==> config.mk <==
export PLATFORM = sky130hd
export DESIGN_NAME = l1_snoop_responder
export DESIGN_NICKNAME = d
export VERILOG_FILES = /design/src/rtl/l1_snoop_responder_pkg.sv /design/src/rtl/l1_snoop_responder_msi_snoop_next.sv /design/src/rtl/l1_snoop_responder.sv
export SDC_FILE = /design/constraint.sdc
export NUM_CORES = 1
export LEC_CHECK = 0
export BUFFER_PORTS_ARGS = -buffer_cell sky130_fd_sc_hd__buf_2
export CORE_AREA = 2 2 197 199
export DETAILED_ROUTE_END_ITERATION = 10
export DIE_AREA = 0 0 199 201
export SETUP_SLACK_MARGIN = 0.5
export SLEW_MARGIN = 20
export SYNTH_ARGS = -nofsm -noshare
export SYNTH_HDL_FRONTEND = slang
export SYNTH_HIERARCHICAL = 1
export SYNTH_SLANG_ARGS = --single-unit
export TNS_END_PERCENT = 100
==> constraint.sdc <==
create_clock -name clk -period 2.3 [get_ports clk]
set_clock_uncertainty 0.05 [all_clocks]
set_input_delay 0 -clock clk [delete_from_list [all_inputs] [get_ports clk]]
set_output_delay 0 -clock clk [all_outputs]
set_load 0.05 [all_outputs]
==> src/rtl/l1_snoop_responder_pkg.sv <==
// Shared L1 snoop definitions: bus opcodes, MSI line state, cacheline layout,
// address geometry and the responder FSM encoding.
package l1_snoop_responder_pkg;

  localparam int ADDR_BITS     = 32;
  localparam int OFFSET_BITS   = 4;
  localparam int L1_INDEX_BITS = 6;
  localparam int LINE_ADDR_W   = ADDR_BITS - OFFSET_BITS;
  localparam int L1_TAG_BITS   = LINE_ADDR_W - L1_INDEX_BITS;
  localparam int L1_LINE_BITS  = 8 << OFFSET_BITS;

  typedef enum logic [1:0] {
    BUS_RD   = 2'd0,
    BUS_RDX  = 2'd1,
    BUS_UPGR = 2'd2,
    BUS_RSVD = 2'd3
  } bus_op_t;

  typedef enum logic [1:0] {
    ST_I = 2'd0,
    ST_S = 2'd1,
    ST_M = 2'd2
  } l1_state_t;

  typedef struct packed {
    l1_state_t               state;
    logic [L1_TAG_BITS-1:0]  tag;
    logic [L1_LINE_BITS-1:0] data;
  } l1_cacheline_t;

  typedef enum logic [1:0] {
    SN_IDLE   = 2'd0,
    SN_LOOKUP = 2'd1,
    SN_RESP   = 2'd2
  } snoop_fsm_t;

endpackage

==> src/rtl/l1_snoop_responder_msi_snoop_next.sv <==
// msi_snoop_next: pure combinational MSI snoop transition table.
// Given the current line state, bus op, hit and self-snoop flags it yields the
// downgraded state, whether the array must be written, and the bus response.
module msi_snoop_next
  import l1_snoop_responder_pkg::*;
(
  input  l1_state_t i_state,
  input  bus_op_t   i_op,
  input  logic      i_hit,
  input  logic      i_self,
  output l1_state_t o_next_state,
  output logic      o_write_en,
  output logic      o_shared,
  output logic      o_flush,
  output logic      o_err
);

  // Transition table; misses and self-snoops leave the line untouched.
  always_comb begin
    o_next_state = i_state;
    o_write_en   = 1'b0;
    o_shared     = 1'b0;
    o_flush      = 1'b0;
    o_err        = 1'b0;
    if (i_hit && !i_self) begin
      case (i_state)
        ST_M: begin
          o_shared   = 1'b1;
          o_flush    = 1'b1;
          o_write_en = 1'b1;
          case (i_op)
            BUS_RD:  o_next_state = ST_S;
            BUS_RDX: o_next_state = ST_I;
            default: begin
              // Upgrade (or reserved op) against a Modified line is illegal.
              o_next_state = ST_I;
              o_err        = 1'b1;
            end
          endcase
        end
        ST_S: begin
          o_shared = 1'b1;
          if (i_op == BUS_RDX || i_op == BUS_UPGR) begin
            o_next_state = ST_I;
            o_write_en   = 1'b1;
          end
        end
        default: ;
      endcase
    end
  end

endmodule

==> src/rtl/l1_snoop_responder.sv <==
// l1_snoop_responder: per-core MSI snoop agent. Accepts one bus request,
// looks the line up through the L1 snoop port for one cycle, writes back the
// downgraded line, then holds a shared/flush response until consumed.
// Optional counters built when SNOOP_STATS_EN is defined.
module l1_snoop_responder
  import l1_snoop_responder_pkg::*;
#(
  parameter int CORE_ID   = 0,
  parameter int NUM_CORES = 4,
  parameter int SRC_W     = $clog2(NUM_CORES)
) (
  input  logic                    clk,
  input  logic                    reset_n,
  input  logic                    i_bus_req_valid,
  output logic                    o_bus_req_ready,
  input  bus_op_t                 i_bus_req_type,
  input  logic [LINE_ADDR_W-1:0]  i_bus_req_addr,
  input  logic [SRC_W-1:0]        i_bus_req_src,
  output logic [LINE_ADDR_W-1:0]  o_addr_snoop,
  input  l1_cacheline_t           i_cacheline_snoop_out,
  output l1_cacheline_t           o_cacheline_snoop_in,
  output logic                    o_snoop_valid,
  output logic                    o_resp_valid,
  input  logic                    i_resp_ready,
  output logic                    o_resp_shared,
  output logic                    o_resp_flush,
  output logic [L1_LINE_BITS-1:0] o_resp_data,
`ifdef SNOOP_STATS_EN
  output logic [15:0]             o_stat_hits,
  output logic [15:0]             o_stat_flushes,
  output logic [15:0]             o_stat_invals,
`endif
  output logic                    o_proto_err
);

  snoop_fsm_t               r_state, w_next;
  bus_op_t                  r_type;
  logic [LINE_ADDR_W-1:0]   r_addr;
  logic [SRC_W-1:0]         r_src;
  logic                     r_shared, r_flush;
  logic [L1_LINE_BITS-1:0]  r_data;

  logic                     w_hit, w_self, w_wr_en, w_shared, w_flush, w_err;
  l1_state_t                w_next_st;
  logic                     w_accept;

  assign w_self   = (r_src == SRC_W'(CORE_ID));
  assign w_hit    = (i_cacheline_snoop_out.state != ST_I) &&
                    (i_cacheline_snoop_out.tag == r_addr[LINE_ADDR_W-1:L1_INDEX_BITS]);
  assign w_accept = (r_state == SN_IDLE) && i_bus_req_valid;

  msi_snoop_next u_next (
    .i_state      (i_cacheline_snoop_out.state),
    .i_op         (r_type),
    .i_hit        (w_hit),
    .i_self       (w_self),
    .o_next_state (w_next_st),
    .o_write_en   (w_wr_en),
    .o_shared     (w_shared),
    .o_flush      (w_flush),
    .o_err        (w_err)
  );

  // FSM state register.
  always_ff @(posedge clk or negedge reset_n) begin
    if (!reset_n) r_state <= SN_IDLE;
    else          r_state <= w_next;
  end

  // Next state and combinational port outputs; snoop port only active in LOOKUP.
  always_comb begin
    w_next               = r_state;
    o_bus_req_ready      = 1'b0;
    o_addr_snoop         = '0;
    o_cacheline_snoop_in = '0;
    o_snoop_valid        = 1'b0;
    o_proto_err          = 1'b0;
    o_resp_valid         = 1'b0;
    case (r_state)
      SN_IDLE: begin
        // Gate with reset so ready is low while reset is held.
        o_bus_req_ready = reset_n;
        if (i_bus_req_valid) w_next = SN_LOOKUP;
      end
      SN_LOOKUP: begin
        o_addr_snoop               = r_addr;
        o_cacheline_snoop_in       = i_cacheline_snoop_out;
        o_cacheline_snoop_in.state = w_next_st;
        o_snoop_valid              = w_wr_en;
        o_proto_err                = w_err;
        w_next                     = SN_RESP;
      end
      SN_RESP: begin
        o_resp_valid = 1'b1;
        if (i_resp_ready) w_next = SN_IDLE;
      end
      default: w_next = SN_IDLE;
    endcase
  end

  // Request capture on handshake.
  always_ff @(posedge clk or negedge reset_n) begin
    if (!reset_n) begin
      r_type <= BUS_RD;
      r_addr <= '0;
      r_src  <= '0;
    end else if (w_accept) begin
      r_type <= i_bus_req_type;
      r_addr <= i_bus_req_addr;
      r_src  <= i_bus_req_src;
    end
  end

  // Response capture at the end of LOOKUP from the pre-write line image.
  always_ff @(posedge clk or negedge reset_n) begin
    if (!reset_n) begin
      r_shared <= 1'b0;
      r_flush  <= 1'b0;
      r_data   <= '0;
    end else if (r_state == SN_LOOKUP) begin
      r_shared <= w_shared;
      r_flush  <= w_flush;
      r_data   <= w_flush ? i_cacheline_snoop_out.data : '0;
    end
  end

  assign o_resp_shared = r_shared;
  assign o_resp_flush  = r_flush;
  assign o_resp_data   = r_data;

`ifdef SNOOP_STATS_EN
  logic [15:0] r_hits, r_flushes, r_invals;
  logic        w_lookup, w_inval;

  assign w_lookup = (r_state == SN_LOOKUP);
  assign w_inval  = w_wr_en && (w_next_st == ST_I);

  // Saturating event counters, sampled at the end of LOOKUP.
  always_ff @(posedge clk or negedge reset_n) begin
    if (!reset_n) begin
      r_hits    <= '0;
      r_flushes <= '0;
      r_invals  <= '0;
    end else if (w_lookup) begin
      if (w_shared && r_hits    != 16'hFFFF) r_hits    <= r_hits + 16'd1;
      if (w_flush  && r_flushes != 16'hFFFF) r_flushes <= r_flushes + 16'd1;
      if (w_inval  && r_invals  != 16'hFFFF) r_invals  <= r_invals + 16'd1;
    end
  end

  assign o_stat_hits    = r_hits;
  assign o_stat_flushes = r_flushes;
  assign o_stat_invals  = r_invals;
`endif

endmodule

# After elaboration in Yosys (flattened, before gate mapping)
# Cells that the tools add are included.
# totals
ff_bits,164
in_bits,188
output_inout_bits,314
# classes
reduce_logical,12
eq_ne,9
mux,24
# op_table
op,n
$mux 152,1
$mux 128,1
$mux 28,1
$eq 22x22->1,1
$mux 1,14
$mux 2,4
$eq 2x1->1 const B,3
$eq 2x2->1 const B,3
$logic_not 2->1,3
$pmux 2 s3,1
$ne 2x2->1 const B,2
$pmux 2 s2,1
$reduce_or 2->1,2
$logic_and 1x1->1,3
$pmux 1 s2,1
$reduce_and 2->1,1
$reduce_bool 2->1,1
$logic_not 1->1,1
$logic_or 1x1->1,1

# Longest topological paths before layout
# logic_depth
word_depth,6
depth_mapped,11

# Hierarchy
# Netlist, hierarchy kept.
# modules_own_cells
module,n_inst,seq_area_each_um2,area_each_um2,cells_per_inst
l1_snoop_responder,1,4103.9,7960.1,873
msi_snoop_next,1,0.0,156.4,23

# Least setup slack after synthesis
# OpenSTA, ideal clock, no wires.
# synth_timing
path_kind,register to register
startpoint,reg r_addr[6]
endpoint,"reg r_data[118], in the netlist o_resp_data[118]"
setup_slack_ns,0.114
t_required_ns,2.184
synth_period_minus_slack_ns,2.186
stages_incl_launch_ff,12
setup_ns,0.066
t_arrival_ns,2.070
path_cell_list,dfrtp_1 > xor2_1 > nor4_1 > nand4_1 > nor3_1 > and2b_2 > nand2_1 > inv_1 > clkbuf_1 > clkbuf_1 > nand3_1 > nand2_1
# synth_via
elab_chain_len,5
# synth_lines
element,line_no,rtl
start: declaration,l1_snoop_responder.sv:38,logic [LINE_ADDR_W-1:0] r_addr;
start signal: assignment,l1_snoop_responder.sv:109,r_addr <= i_bus_req_addr;
$eq 22x22->1,l1_snoop_responder.sv:49,(i_cacheline_snoop_out.tag == r_addr[LINE_ADDR_W-1:L1_INDEX_BITS]);
$logic_and 1x1->1,l1_snoop_responder.sv:48,assign w_hit = (i_cacheline_snoop_out.state != ST_I) &&
named net w_hit,l1_snoop_responder.sv:43,"logic w_hit, w_self, w_wr_en, w_shared, w_flush, w_err;"
$logic_and 1x1->1,l1_snoop_responder_msi_snoop_next.sv:25,if (i_hit && !i_self) begin
$mux 1,l1_snoop_responder_msi_snoop_next.sv:25,
named net w_flush,l1_snoop_responder.sv:43,
$mux 128,l1_snoop_responder.sv:123,r_data <= w_flush ? i_cacheline_snoop_out.data : '0;
end signal: assignment,l1_snoop_responder.sv:123,
end: declaration,l1_snoop_responder.sv:41,logic [L1_LINE_BITS-1:0] r_data;
# The timed path passes the listed nets, and every way through them passes these cells.
# A chain may end at the register's enable or synchronous reset.

==> results.md <==
Status:
- The flow ran to the end, but the final reports show violations.
- The checks that failed: setup timing.

Cells and area:
- The number of filler instances in the final layout is 3,430.
- The library cells used most frequently in the layout, excluding fill and tap cells, are sky130_fd_sc_hd__buf_2, sky130_fd_sc_hd__nand2_1, sky130_fd_sc_hd__dlygate4sd3_1, sky130_fd_sc_hd__dfrtp_1, sky130_fd_sc_hd__buf_8.
- The net count of the finished layout is 1,832.
- The post-synthesis to final-layout area growth is 109%.
- Of the cells placed in the final design, the portion with a size suffix greater than 1 is 0.510.
- Once layout is complete, the utilization of the core stands at 0.445.
- The finished cells cover 0.0170 mm^2.
- The leading cell type in the layout, fill and taps excluded is sky130_fd_sc_hd__buf_2.
- The final cell count without fillers is 2,173.

CTS:
- The later pin in the worst-skew pair is clocked with a latency of 450 ps.
- The clock sink count is 164.
- The CTS clock-pin slew for the worst setup and hold paths is 70 ps.
- The clock tree from TritonCTS is done.
- CTS placed an instance of sky130_fd_sc_hd__clkbuf_16 at the clock tree root.
- TritonCTS created 17 clock buffers.
- The buffer levels on the longest clock path is 2.
- In this run the number of H-tree levels came out at 4.

Timing:
- The count of final hold-check violations is 0.
- The number of failing setup endpoints in the final timing report is 134.
- Setup repair after global routing could not meet its margin everywhere.
- The timing-limited maximum frequency is 0.348 GHz.
- The final-report max-slew violation count is 0.
- For the pin with the worst max-slew slack, the measured transition is 964 ps.
- The worst max-slew margin expressed relative to the limit is 0.357.
- The tightest hold path in the finished design has a slack of 116 ps.
- The setup slack after layout is -574 ps.
- Summed over all failing endpoints, the final setup total negative slack is -29,980 ps.
- The time the final worst path needs with I/O delays and setup is 2870 ps.
- The share of the clock period used by the worst path after layout is 1.25.

Detailed routing:
- The count of nets left with antenna violations once routing finished came out at 0.
- After detailed routing, no signal wire sits above met4.
- After detailed routing, the wire length on met1 is 16.0 mm.
- Dividing the detail-routed wire length by the instance count gives 19.9 um.
- In this run, the number of DRC markers left after iteration 0 of detailed routing was 413.
- The detailed-route vias per instance is 4.55.
- The routed design has 43.3 mm of wire.
- The post-route DRC violation count is 0.
- The detailed router placed 9,886 vias in this run.
- Detailed routing placed a total of 22.2 mm of wire on met2.
- The first-pass iteration count of the detailed router is 5.
- The routed length on met3 is 3.72 mm.

Worst setup path:
- The class of the most critical setup path is flop to output port.
- The worst path arrival time is 2820 ps.
- In this run the register-to-register setup slack is -470 ps.
- The maximum fanout along the worst path is 3.
- The startpoint class of the critical path is a flop.
- The data required time of the critical path is 2250 ps.
- The worst setup path is captured at an output port.

Floorplanning:
- The die covers 0.0400 mm^2.
- From bottom edge to top edge, the die measures 201 um.
- The floorplan row count is 72.
- The chip width is 199 um.
- During I/O placement, the number of pins put on the boundary was 502.
- The initial utilization of the core area, before any placement, comes to 0.213.
- The core area is 0.0381 mm^2.

Global routing:
- The global-route total usage across every layer is 0.195.
- The largest net degree at the start of global routing is 165.
- The first-pass GRT wire length is 58.7 mm.
- Summed over all layers, the global routing overflow is 0.
- The via count of the first global-routing pass is 9,917.
- The number of antenna violations at the first check in global routing is 4.

Place:
- The cell area after placement is 0.0113 mm^2.
- Detailed placement finished with a half-perimeter wire length of 20.9 mm.
- The final weighted congestion in routability-driven placement is 0.781.
- Timing analysis after detailed placement gives a worst setup slack of -459 ps.
- The number of input and output port buffers inserted is 501.
- The total instance count after detailed placement is 1,884.

Power:
- The worst-case IR drop observed on VDD is 0.692 mV.
- The internal portion of total power is 9.01 mW.
- The completed layout was analyzed and its total power is 16.0 mW.
- Dividing total power by cell area gives a power density of 941 mW/mm^2.
- The analysis attributes to cell leakage a power of 8.96 nW.
- The clock network fraction of total power is 0.193.
- Of the total power, the share spent switching nets is 0.436.
- Summed over all nets, the switching power comes to 6.95 mW.
- Of the total power, registers draw 0.215.
- The fraction of power consumed by combinational cells is 0.591.

Hold path:
- The classification of the worst-slack hold path is input pin to flop.

Synth:
- The netlist uses 31 different library cells.
- The share of the Yosys chip area taken by registers is 0.506.
- After synthesis, the cell types taking the most area are sky130_fd_sc_hd__dfrtp_1, sky130_fd_sc_hd__and2_1, sky130_fd_sc_hd__nand2_1.
- The mean instance size in the synthesized netlist is 9.06 um^2.
- The share of Yosys cell area claimed by the top area cell type is 0.506.
- The flip-flop and latch count after synthesis is 164.
- Counting every net in the synthesized netlist gives 1,089.
- Summed over all instances, the cell type with the most area after synthesis is sky130_fd_sc_hd__dfrtp_1.
- The count of yosys warnings during synthesis is 6.
- The cell count after synthesis came out at 896.
- The area of the mapped netlist is 0.00812 mm^2.

Run:
- The count of max-cap constraint violations is 0.
-- worst max-delay path, stage by stage, from the launching register on --
cell and delay [ps]:
sky130_fd_sc_hd__dfrtp_1 390, sky130_fd_sc_hd__xor2_1 160, sky130_fd_sc_hd__nor4_2 330, sky130_fd_sc_hd__buf_4 160, sky130_fd_sc_hd__nand4_1 130, sky130_fd_sc_hd__nor3_2 170, sky130_fd_sc_hd__buf_4 140, sky130_fd_sc_hd__or3b_4 390
sky130_fd_sc_hd__a21oi_2 120, sky130_fd_sc_hd__o32ai_2 90, sky130_fd_sc_hd__and2_4 150, sky130_fd_sc_hd__buf_8 140
-- routing by layer --
layer,global-route usage,vias to the layer above
met4,0.0888,0
li1,-,4342
met1,0.216,4874
met3,0.0529,104
met2,0.346,566
met5,0,-
-- state kept, by name, summed over array words and instances, names as in the netlist --
name,flops
o_resp_data,128
r_addr,28
r_src,2
r_state,2
r_type,2
o_resp_flush,1
o_resp_shared,1
-- cells by family after synthesis --
family,Yosys count,share of synthesized area
flip-flops,164,0.506
adder cells (fa/ha/maj),5,0.00771
AND/OR/NAND/NOR,591,0.356
AO/OA/AOI/OAI,6,0.00509
multiplexers,32,0.0444
XOR/XNOR,22,0.0237
buffers and inverters,76,0.0575
-- power groups by stage --
| stage | Sequential [mW] | Combinational [mW] | Clock (mW) |
|---|---|---|---|
| floorplan | 3.42 | 4.48 | 0 |
| CTS | 3.42 | 7.94 | 3.18 |
| detailed placement | 3.49 | 5.91 | 0 |
| finish | 3.44 | 9.44 | 3.09 |
| global route | 3.47 | 9.80 | 3.28 |
| global placement | 3.47 | 5.89 | 0 |
-- cell type report --
| type | instances | area [um^2] | share of cell area |
|---|---|---|---|
| timing repair buffer | 789 | 7400 | 0.436 |
| timing repair inverter | 2 | 60.1 | 0.00354 |
| inverter | 9 | 60.1 | 0.00354 |
| sequential | 164 | 4110 | 0.242 |
| multi-input combinational | 656 | 4070 | 0.240 |
| tap | 518 | 648 | 0.0382 |
| antenna | 3 | 7.51 | 0.000443 |
| clock inverter | 13 | 171 | 0.0101 |
| clock buffer | 19 | 443 | 0.0261 |
-- cells in the mapped netlist --
cell type                     n
sky130_fd_sc_hd__a21oi_2      1
sky130_fd_sc_hd__clkbuf_2    15
sky130_fd_sc_hd__dfrtp_1    164
sky130_fd_sc_hd__nand2_1    264
sky130_fd_sc_hd__xnor2_1      7
sky130_fd_sc_hd__mux2_2      22
sky130_fd_sc_hd__nor3_1       3
sky130_fd_sc_hd__nor4_1       3
sky130_fd_sc_hd__nor2_1       2
sky130_fd_sc_hd__nor3b_1      1
sky130_fd_sc_hd__xor2_1      15
sky130_fd_sc_hd__buf_4        2
sky130_fd_sc_hd__buf_2       10
sky130_fd_sc_hd__buf_1        1
sky130_fd_sc_hd__a21oi_1      1
sky130_fd_sc_hd__o32ai_1      1
sky130_fd_sc_hd__inv_1        9
sky130_fd_sc_hd__buf_6       19
sky130_fd_sc_hd__o21ai_0      2
sky130_fd_sc_hd__nand4_1      2
sky130_fd_sc_hd__and2_1     182
sky130_fd_sc_hd__nor2b_1      1
sky130_fd_sc_hd__clkbuf_1    20
sky130_fd_sc_hd__nor3b_4      1
sky130_fd_sc_hd__and2b_2      1
sky130_fd_sc_hd__or3b_4       1
sky130_fd_sc_hd__mux2_1      10
sky130_fd_sc_hd__o2111ai_1    1
sky130_fd_sc_hd__nand2b_1     2
sky130_fd_sc_hd__nand3_1    128
sky130_fd_sc_hd__ha_1         5
-- final timing paths --
check | startpoint | end | cells after the start
hold / removal | i_bus_req_valid | r_state[0] | 3
hold reg to reg | o_resp_data[8] | o_resp_data[8] | 2
min in group asynchronous | reset_n | o_resp_data[0] | 3
max in group asynchronous | reset_n | o_resp_data[62] | 3
setup / recovery | r_addr[10] | o_cacheline_snoop_in[150] | 11
setup reg to reg | r_addr[10] | o_resp_shared | 16
-- timing repair --
item                                    CTS  global route
gates cloned                             28            12
setup buffers                            44             8
pin swaps                               114            54
hold buffers                            162             0
endpoints found under the setup margin  311           343
resized for setup                       315           341
hold endpoints to repair                325             0
(Power assumes the default switching activity.)
